## config.mk

```make
export PLATFORM = sky130hd
export DESIGN_NAME = pc_fetch_ctrl_flat
export DESIGN_NICKNAME = d
export VERILOG_FILES = /design/src/rtl/pc_fetch_ctrl_pkg.sv /design/src/rtl/pc_fetch_ctrl_if.sv /design/src/rtl/pc_fetch_ctrl_ras.sv /design/src/rtl/pc_fetch_ctrl.sv /design/src/flat_wrapper.sv
export SDC_FILE = /design/constraint.sdc
export NUM_CORES = 1
export LEC_CHECK = 0
export CAP_MARGIN = 30
export CELL_PAD_IN_SITES_DETAIL_PLACEMENT = 1
export CELL_PAD_IN_SITES_GLOBAL_PLACEMENT = 1
export CORE_MARGIN = 3
export CORE_UTILIZATION = 34
export CTS_CLUSTER_DIAMETER = 200
export CTS_CLUSTER_SIZE = 12
export DETAILED_ROUTE_END_ITERATION = 8
export HOLD_SLACK_MARGIN = 0.06
export PLACE_DENSITY_LB_ADDON = 0.1
export SLEW_MARGIN = 25
export SYNTH_ARGS = -nofsm -noshare
export SYNTH_HDL_FRONTEND = slang
export SYNTH_SLANG_ARGS = --single-unit
```

## constraint.sdc

```tcl
create_clock -name clk -period 4.76 [get_ports clk]
set_input_delay 0.952 -clock clk [delete_from_list [all_inputs] [get_ports clk]]
set_output_delay 0.952 -clock clk [all_outputs]
set_load 0.02 [all_outputs]
```

## src/rtl/pc_fetch_ctrl_pkg.sv

```systemverilog
// Shared constants and FSM state type for the fetch controller.
// Optional return-address stack is enabled by defining PC_FETCH_RAS_EN.
package pc_pkg;

    localparam int unsigned ANCHO_DEF     = 64;
    localparam int unsigned PASO_DEF      = 4;
    localparam logic [63:0] RESET_VEC_DEF = 64'h0;
    localparam int unsigned RAS_DEPTH_DEF = 4;

    typedef enum logic [1:0] {
        RESET = 2'd0,
        RUN   = 2'd1,
        HOLD  = 2'd2
    } fetch_state_e;

endpackage

```

## src/rtl/pc_fetch_ctrl_if.sv

```systemverilog
// Fetch-side bundle: redirect/stall controls in, instruction-memory request out.
// master = fetch controller, slave = decode/branch logic plus instruction memory.
interface pc_fetch_ctrl_if #(
    parameter int unsigned ANCHO = pc_pkg::ANCHO_DEF
);
    logic             stall;
    logic             branch_valid;
    logic [ANCHO-1:0] branch_target;
    logic             call;
    logic             ret;
    logic             fetch_ready;
    logic             fetch_valid;
    logic [ANCHO-1:0] fetch_addr;
    logic [ANCHO-1:0] pc_actual;
    logic             ras_empty;

    modport master (
        input  stall, branch_valid, branch_target, call, ret, fetch_ready,
        output fetch_valid, fetch_addr, pc_actual, ras_empty
    );

    modport slave (
        output stall, branch_valid, branch_target, call, ret, fetch_ready,
        input  fetch_valid, fetch_addr, pc_actual, ras_empty
    );
endinterface

```

## src/rtl/pc_fetch_ctrl_ras.sv

```systemverilog
// Circular return-address stack: a push when full overwrites the oldest entry.
// Only instantiated when PC_FETCH_RAS_EN is defined.
module ras_stack #(
    parameter int unsigned W     = 64,
    parameter int unsigned DEPTH = 4
) (
    input  logic         clk,
    input  logic         rst,
    input  logic         push,
    input  logic         pop,
    input  logic [W-1:0] push_data,
    output logic [W-1:0] top,
    output logic         empty,
    output logic         full
);
    localparam int unsigned PW = $clog2(DEPTH);
    localparam logic [PW:0] DEPTH_C = (PW+1)'(DEPTH);

    logic [W-1:0]  mem_q [DEPTH];
    logic [PW-1:0] ptr_q, ptr_d;
    logic [PW-1:0] top_idx;
    logic [PW:0]   cnt_q, cnt_d;

    // ptr_q is the next write slot; it wraps so the oldest entry is reused
    always_comb begin
        ptr_d = ptr_q;
        cnt_d = cnt_q;
        if (push) begin
            ptr_d = ptr_q + 1'b1;
            if (cnt_q != DEPTH_C)
                cnt_d = cnt_q + 1'b1;
        end else if (pop && cnt_q != '0) begin
            ptr_d = ptr_q - 1'b1;
            cnt_d = cnt_q - 1'b1;
        end
    end

    always_ff @(posedge clk or posedge rst) begin
        if (rst) begin
            ptr_q <= '0;
            cnt_q <= '0;
        end else begin
            ptr_q <= ptr_d;
            cnt_q <= cnt_d;
        end
    end

    always_ff @(posedge clk) begin
        if (push)
            mem_q[ptr_q] <= push_data;
    end

    assign top_idx = ptr_q - 1'b1;
    assign top     = mem_q[top_idx];
    assign empty   = (cnt_q == '0);
    assign full    = (cnt_q == DEPTH_C);
endmodule

```

## src/rtl/pc_fetch_ctrl.sv

```systemverilog
// Program counter and fetch-request generator with redirect/stall handling.
// Define PC_FETCH_RAS_EN to add return prediction through ras_stack.
module pc_fetch_ctrl
    import pc_pkg::*;
#(
    parameter int unsigned      ANCHO     = ANCHO_DEF,
    parameter int unsigned      PASO      = PASO_DEF,
    parameter logic [ANCHO-1:0] RESET_VEC = '0,
    parameter int unsigned      RAS_DEPTH = RAS_DEPTH_DEF
) (
    input  logic            clk,
    input  logic            rst,
    pc_fetch_ctrl_if.master bus
);
    fetch_state_e     state_q, state_d;
    logic [ANCHO-1:0] pc_q, pc_d;
    logic [ANCHO-1:0] pc_act_q, pc_act_d;
    logic [ANCHO-1:0] redirect_tgt;
    logic             accept;

    assign accept = (state_q == RUN) && bus.fetch_ready;

`ifdef PC_FETCH_RAS_EN
    logic             ras_push, ras_pop, ras_empty_w, ras_full_unused;
    logic [ANCHO-1:0] ras_top;

    // call wins over ret; an empty stack falls back to branch_target
    assign ras_push = bus.branch_valid && bus.call;
    assign ras_pop  = bus.branch_valid && bus.ret && !bus.call && !ras_empty_w;

    ras_stack #(
        .W     (ANCHO),
        .DEPTH (RAS_DEPTH)
    ) u_ras (
        .clk       (clk),
        .rst       (rst),
        .push      (ras_push),
        .pop       (ras_pop),
        .push_data (pc_act_d + ANCHO'(PASO)),
        .top       (ras_top),
        .empty     (ras_empty_w),
        .full      (ras_full_unused)
    );

    assign redirect_tgt  = ras_pop ? ras_top : bus.branch_target;
    assign bus.ras_empty = ras_empty_w;
`else
    logic                 unused_ras_qual;
    logic [RAS_DEPTH-1:0] unused_ras_cfg;

    assign unused_ras_qual = bus.call ^ bus.ret;
    assign unused_ras_cfg  = '0;
    assign redirect_tgt    = bus.branch_target;
    assign bus.ras_empty   = 1'b1;
`endif

    // Priority: redirect > stall > handshake; a stall suppresses acceptance
    always_comb begin
        state_d  = state_q;
        pc_d     = pc_q;
        pc_act_d = pc_act_q;
        if (bus.branch_valid) begin
            if (accept)
                pc_act_d = pc_q;
            pc_d    = redirect_tgt;
            state_d = RUN;
        end else if (bus.stall) begin
            state_d = HOLD;
        end else begin
            state_d = RUN;
            if (accept) begin
                pc_act_d = pc_q;
                pc_d     = pc_q + ANCHO'(PASO);
            end
        end
    end

    always_ff @(posedge clk or posedge rst) begin
        if (rst) begin
            state_q  <= RESET;
            pc_q     <= RESET_VEC;
            pc_act_q <= RESET_VEC;
        end else begin
            state_q  <= state_d;
            pc_q     <= pc_d;
            pc_act_q <= pc_act_d;
        end
    end

    assign bus.fetch_valid = (state_q == RUN);
    assign bus.fetch_addr  = pc_q;
    assign bus.pc_actual   = pc_act_q;
endmodule

```

## src/flat_wrapper.sv

```systemverilog
// flat-port wrapper written by rule: the top's interface ports become plain ports
module pc_fetch_ctrl_flat import pc_pkg::*;
#(
    parameter int unsigned      ANCHO     = ANCHO_DEF,
    parameter int unsigned      PASO      = PASO_DEF,
    parameter logic [ANCHO-1:0] RESET_VEC = '0,
    parameter int unsigned      RAS_DEPTH = RAS_DEPTH_DEF
)
  (clk, rst, bus_stall, bus_branch_valid, bus_branch_target, bus_call, bus_ret, bus_fetch_ready, bus_fetch_valid, bus_fetch_addr, bus_pc_actual, bus_ras_empty);
  pc_fetch_ctrl_if #(.ANCHO(ANCHO)) bus_i ();
  input  logic clk;
  input  logic rst;
  input wire logic [$bits(bus_i.stall)-1:0] bus_stall;
  input wire logic [$bits(bus_i.branch_valid)-1:0] bus_branch_valid;
  input wire logic [$bits(bus_i.branch_target)-1:0] bus_branch_target;
  input wire logic [$bits(bus_i.call)-1:0] bus_call;
  input wire logic [$bits(bus_i.ret)-1:0] bus_ret;
  input wire logic [$bits(bus_i.fetch_ready)-1:0] bus_fetch_ready;
  output wire logic [$bits(bus_i.fetch_valid)-1:0] bus_fetch_valid;
  output wire logic [$bits(bus_i.fetch_addr)-1:0] bus_fetch_addr;
  output wire logic [$bits(bus_i.pc_actual)-1:0] bus_pc_actual;
  output wire logic [$bits(bus_i.ras_empty)-1:0] bus_ras_empty;
  assign bus_i.stall = bus_stall;
  assign bus_i.branch_valid = bus_branch_valid;
  assign bus_i.branch_target = bus_branch_target;
  assign bus_i.call = bus_call;
  assign bus_i.ret = bus_ret;
  assign bus_i.fetch_ready = bus_fetch_ready;
  assign bus_fetch_valid = bus_i.fetch_valid;
  assign bus_fetch_addr = bus_i.fetch_addr;
  assign bus_pc_actual = bus_i.pc_actual;
  assign bus_ras_empty = bus_i.ras_empty;
  pc_fetch_ctrl #(.ANCHO(ANCHO), .PASO(PASO), .RESET_VEC(RESET_VEC), .RAS_DEPTH(RAS_DEPTH)) u_core (.clk(clk), .rst(rst), .bus(bus_i));
endmodule
```

# == Word level (Yosys, flattened, before mapping) ==
# Index checks and enable logic that the tools add are counted.
# totals
register_bits,130
output_inout_bits,130
# op_classes
add_sub_neg,1
n_eq_ne,2
n_mux,8
n_reduce_logical,3
# op_table
cell,n
$mux W64,6
$add A64 B3 Y64 const B,1
$mux W2,2
$eq A2 B1 Y1 const B,1
$ne A2 B1 Y1 const B,1
$reduce_and A2 Y1,1
$reduce_bool A2 Y1,1
$logic_and A1 B1 Y1,1

# == Logic depth before layout (Yosys ltp) ==
# logic_depth
word_depth,5
ltp_mapped,8
mapped_depth_nobuf,6

# == Least setup slack after synthesis ==
# No wires, ideal clock.
# synth_path
kind,input port to flip-flop
startpoint,input port bus_stall
endpoint,"register u_core.pc_q[44], in the netlist u_core.bus.fetch_addr[44]"
arrival_ns,2.911
required_ns,4.678
slack_ns,1.767
cell_stages,8
path_cell_list,nand4bb_1 buf_2 or4_4 buf_6 or2_4 buf_6 or4_1 a31oi_1
# synth_between
elab_chain_cells,2
# synth_rtl
item,line,text
start: declaration,flat_wrapper.sv:13,input wire logic [$bits(bus_i.stall)-1:0] bus_stall;
$ne A2 B1 Y1 (no source line),n/a,
$reduce_and A2 Y1 (no source line),n/a,
end signal: assignment,pc_fetch_ctrl.sv:85,pc_q <= pc_d;
end: declaration,pc_fetch_ctrl.sv:16,"logic [ANCHO-1:0] pc_q, pc_d;"
# Every way passes these cells.
# A chain may end at the register's enable or synchronous reset.

# == Worst setup path in the final report ==
# layout_path
startpoint,input port bus_fetch_ready
endpoint,"register u_core.pc_q[52], in the netlist u_core.bus.fetch_addr[52]"
# layout_between
elab_chain_cells,3
# layout_rtl
item,line,text
start: declaration,flat_wrapper.sv:18,input wire logic [$bits(bus_i.fetch_ready)-1:0] bus_fetch_ready;
$logic_and A1 B1 Y1,pc_fetch_ctrl.sv:21,assign accept = (state_q == RUN) && bus.fetch_ready;
$reduce_bool A2 Y1 (no source line),n/a,
$reduce_and A2 Y1 (no source line),n/a,
# Every way passes these cells.

==> summary.md <==
| Metric | Value |
|---|---|
| Outcome | finished, final reports clean |
| Post-Syn Area | 0.006431 mm^2 |
| Tcrit/Tclk final | 68.15% |
| First-pass GRT wire length | 36680 um |
| Slew margin rel. | 39.79% |
| HP Class | reg2reg |
| Row Count | 49 |
| Setup crit end kind | flop |
| Layout cells sized above 1 | 6.142% |
| Clk pwr share | 37.2% |
| IO Pins | 201 |
| Pin count of the biggest net entering global routing | 97 |
| Number of synthesized flops with an enable pin | 0 |
| Vias | 6349 |
| Number of buffers on the longest clock path | 2 |
| Final setup viols | 0 |
| Die span in x | 143.5 um |
| Final count of hold timing violations | 0 |
| Syn Inst Count | 735 |
| Sinks on Clock Net | 130 |
| CTS tree | built |
| VDD IR-drop max | 0.0002751 V |
| Worst slew pin tran | 0.9031 ns |
| Drt drc | 0 |
| Effective utilization at floorplan | 35.20% |
| Synth top area cells | dfrtp_1 (51%), nand2_1 (14%), o21ai_0 (3.1%), nand3_1 (2.5%), clkbuf_1 (2.2%) |
| MaxCap Viol Count | 0 |
| Worst clock skew | 0.009973 ns |
| Initial antenna violation count | 0 |
| Post-synth top area share | 50.58% |
| RSZ-0062 raised after global routing | no |
| Count leader, synth | nand2_1 |
| Post-layout min period | 3.244 ns |
| Via density | 5.487 |
| Crit path max fanout | 10 |
| Most used flip-flop cell after synthesis | dfrtp_1 |
| Setup TNS | 0 ns |
| Cts-stage hold buffer count | 0 |
| Sequential Power Share | 38.9% |
| CTS clk-pin slew, worst paths | 0.06 ns |
| F_max | 308.2 MHz |
| Synth-to-layout area growth | 43.02% |
| Die Span Y | 143.5 um |
| Synth area leader | dfrtp_1 |
| Psw | 1140 uW |
| Root buf cell | clkbuf_16 |
| Sw frac | 31.30% |
| Register bit total from synthesis | 130 |
| Register area share after synthesis | 50.58% |
| Final net count | 988 |
| Kind of critical path | in2reg |
| Fin. max-slew vios | 0 |
| DRT antenna net count | 0 |
| Comb power frac | 23.9% |
| Post-CTS Setup Inserts | 0 |
| Unique masters post-synth | 60 |
| Top post-synthesis cells by count | nand2_1 (244), dfrtp_1 (130), o21ai_0 (40) |
| Gr usage total | 22.63% |
| Fillcell total | 2096 |
| Port Buffers | 197 |
| Synth async-reset ratio | 100.0% |
| Gr ovfl total | 0 |
| GP Congestion | 0.8035 |
| Routed WL | 23100 um |
| DIE AREA | 0.02060 mm^2 |
| Htree depth | 4 |
| Vias in the first global route | 6567 |
| WP data arrival | 3.54 ns |
| Internal power | 2501 uW |
| Post-cts resize count | 0 |
| Clk Latency, worst-skew pair | 0.42 ns |
| Power per cell area | 395.9 mW/mm^2 |
| DP Wirelength | 16230 um |
| Syn. warnings | 0 |
| Core footprint | 0.01827 mm^2 |
| DRT iter0 DRCs | 300 |
| Initial DRT Pass Iterations | 5 |
| Post-DR wirelength/cell | 19.96 um |
| Average cell area after synthesis | 8.750 um^2 |
| Startpoint Class | input pin |
| Synthesized net count | 807 |
| Core Util, Final | 50.34% |
| CTS Buf Count | 17 |
| Required time of the critical path | 5.05 ns |
| Lkg Pwr | 0.003867 uW |
| N_diodes | 0 |
[per-stage QoR]
stage,total power (uW),hold WS [ns],std cells,worst slack [ns],cell area [um^2]
final,3641,0.4755,1157,1.516,9198
after global routing,3817,0.5043,1157,1.333,9198
after CTS,3682,0.4820,1156,1.532,9170
after detailed placement,2310,0.4638,1125,1.110,8569
after global placement,2281,0.4572,1125,1.172,8569
after floorplan,1818,0.5899,735,0.3387,6431
[area by class of cell]
type / instances / area, um^2 / area share, %
Clock buffer: 18 / 439.2 / 4.775
Inverter: 10 / 42.54 / 0.4625
Multi-Input combinational cell: 551 / 2960 / 32.19
Tap cell: 229 / 286.5 / 3.115
Sequential cell: 130 / 3253 / 35.37
Clock inverter: 13 / 161.4 / 1.755
Timing Repair Buffer: 206 / 2054 / 22.34
[cells in the final DEF, fill, tap and decap left out, types with 9 or more instances in the layout]
master	instances
nand2_1	244
clkdlybuf4s50_1	196
dfrtp_1	130
o21ai_0	40
nor2_1	34
nand3_1	31
nand4_1	21
or4_1	17
a31oi_1	17
clkbuf_16	17
o31ai_1	15
xnor2_1	14
and4_1	14
nor3_1	13
xor2_1	12
inv_1	9
and3_1	9
[cell families after synthesis]
family,count (synthesis),synth area share (%)
adders and majority gates,1,0.1945
AOI/OAI and AO/OA,99,10.12
xor gates and xnor gates,26,3.541
and+or+nand+nor,420,31.23
other,1,0.05831
muxes,4,0.6809
buffers and inverters,54,3.599
DFF,130,50.58
[state kept, by name, indices dropped and copies added, names as in the netlist]
signal and count:
u_core.state_q 2, u_core.bus.pc_actual 64, u_core.bus.fetch_addr 64
[power by group through the flow]
stage / logic, uW / registers [uW] / clock network [uW]
after floorplan: 233 / 1590 / 0
after global placement: 857 / 1420 / 0
after detailed placement: 875 / 1430 / 0
after CTS: 882 / 1420 / 1380
after global routing: 942 / 1450 / 1430
final: 871 / 1420 / 1350
[critical path, stage by stage]
cell and delay (ns):
clkdlybuf4s50_1 0.58, nand4bb_1 0.13, buf_4 0.19, or4_4 0.62, nor3_2 0.57, a21oi_1 0.13, or3_1 0.37
[per-layer routing]
metal / global-route usage (%) / share of wire (%) / up-vias
met3: 5.624 / 6.2 / 25
met2: 35.12 / 47 / 179
met5: 0 / 0 / -
met1: 31.66 / 45 / 3222
li1: - / - / 2923
met4: 6.244 / 1.5 / 0
[path summary, 6_finish.rpt]
path	to	cells after the start	slack, ns	startpoint
hold / removal	u_core.bus.pc_actual[12]$_DFFE_PP0P_	2	0.48	u_core.bus.pc_actual[12]$_DFFE_PP0P_
hold reg to reg	u_core.bus.pc_actual[12]$_DFFE_PP0P_	2	0.48	u_core.bus.pc_actual[12]$_DFFE_PP0P_
max in group asynchronous	u_core.bus.pc_actual[59]$_DFFE_PP0P_	3	2.83	rst
setup reg to reg	u_core.bus.fetch_addr[52]$_DFFE_PP0P_	6	1.74	u_core.bus.fetch_addr[3]$_DFFE_PP0P_
min in group asynchronous	u_core.bus.pc_actual[18]$_DFFE_PP0P_	2	1.04	rst
setup / recovery	u_core.bus.fetch_addr[52]$_DFFE_PP0P_	7	1.52	bus_fetch_ready
(Power assumes the default switching activity.)
